## src/rtl/bus_reg_bank.sv

```systemverilog
// Small register bank driven by a one-command-per-cycle bus: load/move/arith/shift,
// a two-cycle SWAP, a registered READ port and a combinational peek port.
module bus_reg_bank #(
   parameter int WIDTH  = 8,
   parameter int ADDR_W = 2
) (
   input  logic              clock,
   input  logic              clear,
   input  logic              en,
   input  logic              cmd_valid,
   output logic              cmd_ready,
   input  logic [2:0]        op,
   input  logic [ADDR_W-1:0] src,
   input  logic [ADDR_W-1:0] dst,
   input  logic [WIDTH-1:0]  din,
   output logic [WIDTH-1:0]  dout,
   output logic              dout_valid,
   output logic              carry,
   output logic              zero,
   input  logic [ADDR_W-1:0] peek_addr,
   output logic [WIDTH-1:0]  peek_data
);

   localparam int DEPTH = 2**ADDR_W;

   typedef enum logic {IDLE, SWAP2} state_t;
   typedef enum logic [2:0] {
      OP_NOP  = 3'b000,
      OP_LOAD = 3'b001,
      OP_MOVE = 3'b010,
      OP_ADD  = 3'b011,
      OP_INC  = 3'b100,
      OP_SHR  = 3'b101,
      OP_SWAP = 3'b110,
      OP_READ = 3'b111
   } opcode_t;

   state_t              state, state_nxt;
   logic [WIDTH-1:0]    regs [DEPTH];
   logic [WIDTH-1:0]    tmp;
   logic [ADDR_W-1:0]   dst_q;

   logic                accept;
   logic                we;
   logic [ADDR_W-1:0]   waddr;
   logic [WIDTH-1:0]    wdata;
   logic                carry_set, carry_nxt;
   logic                zero_set;
   logic                rd_load;
   logic                tmp_load;
   logic [WIDTH:0]      sum;

   assign cmd_ready = (state == IDLE);
   assign accept    = cmd_valid & cmd_ready & en;
   assign peek_data = regs[peek_addr];

   // Single write port: the first SWAP cycle writes reg[src], the second writes reg[dst_q].
   always_comb begin
      state_nxt = state;
      we        = 1'b0;
      waddr     = dst;
      wdata     = '0;
      carry_set = 1'b0;
      carry_nxt = carry;
      zero_set  = 1'b0;
      rd_load   = 1'b0;
      tmp_load  = 1'b0;
      sum       = '0;
      case (state)
         IDLE: begin
            if (accept) begin
               case (opcode_t'(op))
                  OP_LOAD: begin
                     we = 1'b1; wdata = din; zero_set = 1'b1;
                  end
                  OP_MOVE: begin
                     we = 1'b1; wdata = regs[src]; zero_set = 1'b1;
                  end
                  OP_ADD: begin
                     sum = {1'b0, regs[dst]} + {1'b0, regs[src]};
                     we = 1'b1; wdata = sum[WIDTH-1:0]; zero_set = 1'b1;
                     carry_set = 1'b1; carry_nxt = sum[WIDTH];
                  end
                  OP_INC: begin
                     sum = {1'b0, regs[dst]} + (WIDTH+1)'(1);
                     we = 1'b1; wdata = sum[WIDTH-1:0]; zero_set = 1'b1;
                     carry_set = 1'b1; carry_nxt = sum[WIDTH];
                  end
                  OP_SHR: begin
                     we = 1'b1; wdata = regs[dst] >> 1; zero_set = 1'b1;
                     carry_set = 1'b1; carry_nxt = regs[dst][0];
                  end
                  OP_SWAP: begin
                     we = 1'b1; waddr = src; wdata = regs[dst];
                     tmp_load = 1'b1; state_nxt = SWAP2;
                  end
                  OP_READ: rd_load = 1'b1;
                  default: ;
               endcase
            end
         end
         SWAP2: begin
            if (en) begin
               we = 1'b1; waddr = dst_q; wdata = tmp; state_nxt = IDLE;
            end
         end
         default: state_nxt = IDLE;
      endcase
   end

   always_ff @(posedge clock) begin
      if (clear) begin
         state      <= IDLE;
         for (int unsigned i = 0; i < DEPTH; i++) regs[i] <= '0;
         tmp        <= '0;
         dst_q      <= '0;
         dout       <= '0;
         dout_valid <= 1'b0;
         carry      <= 1'b0;
         zero       <= 1'b0;
      end else begin
         state      <= state_nxt;
         dout_valid <= rd_load;
         if (we)        regs[waddr] <= wdata;
         if (tmp_load) begin
            tmp   <= regs[src];
            dst_q <= dst;
         end
         if (rd_load)   dout  <= regs[src];
         if (carry_set) carry <= carry_nxt;
         if (zero_set)  zero  <= (wdata == '0);
      end
   end

endmodule
```

## config.mk

```make
export PLATFORM = sky130hd
export DESIGN_NAME = bus_reg_bank
export DESIGN_NICKNAME = d
export VERILOG_FILES = /design/src/rtl/bus_reg_bank.sv
export SDC_FILE = /design/constraint.sdc
export NUM_CORES = 1
export LEC_CHECK = 0
export CAP_MARGIN = 20
export CORE_UTILIZATION = 55
export CTS_BUF_LIST = sky130_fd_sc_hd__clkbuf_16
export DETAILED_ROUTE_END_ITERATION = 8
export HOLD_SLACK_MARGIN = 0.05
export PLACE_DENSITY = 0.78
export SETUP_SLACK_MARGIN = 0.5
export SLEW_MARGIN = 25
export SYNTH_ARGS = -nofsm -noshare
export SYNTH_HDL_FRONTEND = slang
export SYNTH_SLANG_ARGS = --single-unit
export TNS_END_PERCENT = 5
```

## constraint.sdc

```tcl
create_clock -name clock -period 4.08 [get_ports clock]
set_clock_uncertainty 0.05 [all_clocks]
set_input_delay 0.408 -clock clock [delete_from_list [all_inputs] [get_ports clock]]
set_output_delay 0.408 -clock clock [all_outputs]
set_load 0.03 [all_outputs]
```

### Yosys cells after proc, flatten, opt, wreduce, memory -nomap -nowiden

Memories as Yosys holds them, arrays and structs flattened.
Index checks and enable logic that the tools add are counted.

| word-level totals | value |
|---|---|
| register bits after elaboration | 22 |
| RAM bits | 32 |
| input port bits | 21 |
| output and inout port bits | 20 |
| memories kept | 1 |

Memory list:

| memory | words | width | rd ports | clocked after memory_dff | write ports | line | RTL |
|---|---|---|---|---|---|---|---|
| regs | 4 | 8 | 3 | 0 | 4 | 39 | `logic [WIDTH-1:0] regs [DEPTH];` |

| cells by class | value |
|---|---|
| $add $sub $neg | 2 |
| eq/ne operators | 7 |
| multiplexer cells | 35 |
| bitwise operators | 3 |
| reduce and logical (&&, ||, !) cells | 7 |

Operators with widths:

| kind | number |
|---|---|
| $pmux 8 s6 | 1 |
| $mux 8 | 3 |
| $mux 1 | 22 |
| $pmux 8 s2 | 1 |
| $eq 3x3->1 const B | 4 |
| $add 8x1->9 const B | 1 |
| $add 8x8->9 | 1 |
| $logic_not 8->1 | 1 |
| $mux 2 | 4 |
| $reduce_or 8->1 | 1 |
| $eq 3x2->1 const B | 2 |
| $reduce_or 6->1 | 1 |
| $reduce_or 5->1 | 1 |
| $pmux 1 s2 | 2 |
| $pmux 2 s2 | 1 |
| $reduce_and 4->1 | 1 |
| $eq 3x1->1 const B | 1 |
| $pmux 1 s3 | 1 |
| $reduce_bool 3->1 | 1 |
| $reduce_or 3->1 | 1 |
| $and 1x1->1 | 2 |
| $not 1->1 | 1 |

### Depth between registers and ports, before layout

| depth | value |
|---|---|
| depth in word-level cells | 10 |
| gate-level depth with buffers | 13 |
| depth with buffers taken out | 11 |

### Worst setup path after synthesis

No wires, ideal clock.

| timing | value |
|---|---|
| path type | in2reg |
| start | in dst[0] |
| end | reg zero |
| arrival | 2,964 ps |
| data required time | 3,914 ps |
| path slack | 951 ps |
| stages | 13 |
| buffers on the path | 2 |
| cells stage by stage | buf_6 > buf_6 > mux4_2 > ha_1 > inv_1 > fa_1 > nor2b_1 > o31a_1 > or3_1 > a21oi_1 > o31ai_4 > and4_1 > a31o_1 |

| between the ends | value |
|---|---|
| cells in the longest elaborated chain, start to end | 6 |
| elaborated cells between the ends (all ways) | 7 |

Ends and longest elaborated chain:

| item | line | RTL |
|---|---|---|
| start: declaration | 14 | `input logic [ADDR_W-1:0] dst,` |
| $mem_v2 4x8 (*) | n/a |  |
| $add 8x1->9 or $add 8x8->9 (tied branches) | 85, 80 |  |
| $pmux 8 s6 (*) | 72 | `case (opcode_t'(op))` |
| $mux 8 (*) | 71 | `if (accept) begin` |
| $pmux 8 s2 (*) | 69 | `case (state)` |
| $logic_not 8->1 (*) | 131 | `if (zero_set) zero <= (wdata == '0);` |
| end signal: assignment | 131 |  |
| end: declaration | 19 | `output logic zero,` |

Every way passes the cells marked *; elsewhere a longest branch is shown, timed or not.
A chain may end at the register's enable or synchronous reset.

### Worst setup path in the final report

| timing | value |
|---|---|
| start | in dst[1] |
| end | reg zero |

Same word-level chain as after synthesis.

==> results.cfg <==
[status]
status = finished, final reports clean

[power_and_ir_drop]
p_per_area_mw_per_mm2 = 315
internal_power_uw = 966
finalPower_mw = 1.37
seq_power_share = 0.444
irDropWorstVdd_uv = 315
netSwitchingPower_uw = 401
pwr-share-comb = 0.231
leakagePower_nw = 1.48
pwr-share-clk = 0.325
swShare = 0.293

[sta]
min_period_ps = 3500
relSlewSlack = 0.341
setup_viol = 0
tightest_slew_ps = 985
tns_ps = 0
rsz0062_at_grt = false
finalHoldViolations = 0
max_freq_ghz = 0.286
slew_viol_final = 0
period_share = 0.858

[worst_setup_path]
worst-setup-path-type = in2reg
path_max_fanout = 11
slowest_stage = clkdlybuf4s50_1
critical_path.max_stage_delay_ps = 740
critPathCaptureType = register
arrival_ps = 3690
required_ps = 4270
start_kind = primary input
crit_chain = clkdlybuf4s50_1 > mux4_2 > ha_1 > inv_1 > fa_1 > nor2b_1 > nor3_1 > a2111oi_0 > o31a_1 > o2111a_1 > and4_1 > a31o_1

[cells_and_area]
final_util = 0.679
fill_cells = 483
instances_no_fill = 475
seqCellArea_mm2 = 0.00140
layout-drive-gt1-share = 0.158
multi_input_area_mm2 = 0.00214
insertedDiodeCount = 0
layout.nets = 428
stdcell_area_mm2 = 0.00434
area_delta_synth_final_pct = 18.3

[drt]
wirelength_um = 10200
firstDrtPassIters = 6
detail-route-antenna-nets = 0
routedWlPerCell_um = 21.4
avgViaCountPerCell = 6.89
first_iter_violations = 358
dr_total_vias = 3272
drcViolationCount = 0

[floorplanning]
initial_core_util = 0.574
die_h_um = 83.6
io_pins = 41
core_mm2 = 0.00639
rows = 29
die_w_um = 83.6
die_area_mm2 = 0.00699

[clock_network]
root_buffer = clkbuf_16
cts_hold_buf = 0
clkLatencyLatePin_ps = 300
clkTransAtPathRegs_ps = 70
numCtsBuffers = 5
cts-htree-levels = 2
clkSinkCount = 54
ctsLongestPathBuffers = 2
tritoncts = built

[logic_synthesis]
synth.avg_cell_area_um2 = 10.2
synth_nets = 391
async_flop_share = 0
synthesis.area_mm2 = 0.00366
ys_types = 62
synthTopCellsByArea = edfxtp_1 26%, mux4_2 15%, dfxtp_1 12%
synth_ff_type = edfxtp_1
yosys.area.top_type_share = 0.262
yosysSeqAreaShare = 0.382
syn_inst = 360
synth_top_family_by_area = multiplexers
synthAdderAreaFrac = 0.0362
yosysMostFrequentCell = nor2_1
synth_mux_area_frac = 0.184
synthSimpleGateAreaFrac = 0.182
synth_xor_area_frac = 0.0167
synth_edf_count = 32
yosys_warnings = 0
yosys-top-cells-count = 53 x nor2_1, 36 x nand2_1, 32 x edfxtp_1, 24 x mux4_2, 22 x dfxtp_1
synth_compound_area_frac = 0.161
synth_area_leader_cell = edfxtp_1
ys_seq_elements = 54

[global_routing]
overflow = 0
grt_max_degree = 29
grtUsageTotal = 0.300
grt_first_pass_wirelength_um = 16200
first_global_vias = 3140
antenna_found_initial = 0

[placement]
gp_congestion = 1.03
port_buffers = 40
detailed_place.area_mm2 = 0.00415
placedCellCount = 466
post-dp-hpwl_um = 7540

[hold_path]
hp-class = reg2reg

[run]
cap_viol_max_count = 0
[final timing paths]
check                                 from          to  slack (ps)  cells past startpoint
worst max-delay path                dst[1]        zero         580                     12
worst min-delay path                tmp[7]      tmp[7]         400                      2
worst max register to register  regs[3][5]  regs[2][7]         990                      8
worst min register to register      tmp[7]      tmp[7]         400                      2
[power by group through the flow]
| stage | logic [mW] | registers (mW) | clock network [mW] |
|---|---|---|---|
| floorplan | 0.208 | 0.616 | 0 |
| global placement | 0.300 | 0.616 | 0 |
| detailed placement | 0.302 | 0.619 | 0 |
| CTS | 0.305 | 0.607 | 0.445 |
| global route | 0.336 | 0.609 | 0.463 |
| finish | 0.316 | 0.608 | 0.444 |
[cell usage in the layout, fill, tap and decap left out, types with 7 or more instances in the layout]
cell and instances:
a21oi_1 19, edfxtp_1 32, nand3_1 9, buf_4 14
nand2_1 36, nor3_1 7, nor2_1 53, nand2b_1 8
mux2i_1 9, clkdlybuf4s50_1 39, ha_1 9, o21ai_0 7
dfxtp_1 22, mux4_2 24
[routing by layer]
| layer | wire length [µm] | share of wire | vias to the layer above | track usage |
|---|---|---|---|---|
| li1 | - | - | 1432 | - |
| met1 | 3750 | 0.37 | 1566 | 0.377 |
| met2 | 5080 | 0.50 | 218 | 0.506 |
| met3 | 936 | 0.092 | 56 | 0.0504 |
| met4 | 419 | 0.041 | 0 | 0.143 |
| met5 | 0 | 0 | - | 0 |
[stage by stage]
step                      hold slack, ps  setup slack [ps]
after floorplan                      382               951
final                                404               581
after global routing                 416               500
after detailed placement             392               246
after global placement               390               326
after CTS                            402               529
[registers in the layout, indices dropped and copies added (netlist names)]
register / count
dst_q: 2
carry: 1
state: 1
dout_valid: 1
tmp: 8
zero: 1
regs: 32
dout: 8
[critical path: cells and delay by family]
family	cells	cell delay, ps
AND/OR/NAND/NOR	3	510
buffers and inverters	2	810
adder cells (fa/ha/maj)	2	620
multiplexers	1	340
AO/OA/AOI/OAI	4	1000
[final cells by class]
type,count,share of cell area
clock buffers,5,0.0289
repair buffers,55,0.120
well taps,77,0.0222
flip-flops and latches,54,0.323
inverters,6,0.00519
multi-input cells,275,0.494
clock inverters,3,0.00635
[what timing repair did]
| action | 4_1_cts | 5_1_grt |
|---|---|---|
| endpoints found under the setup margin | 0 | 5 |
| gates resized for setup | 0 | 5 |
| setup buffers | 0 | 1 |
[cell families after synthesis]
group | Yosys count
xor gates and xnor gates | 7
DFF | 54
AOI/OAI and AO/OA | 78
and+or+nand+nor | 143
muxes | 37
adders and majority gates | 10
buffers and inverters | 31
(Power assumes the default switching activity.)
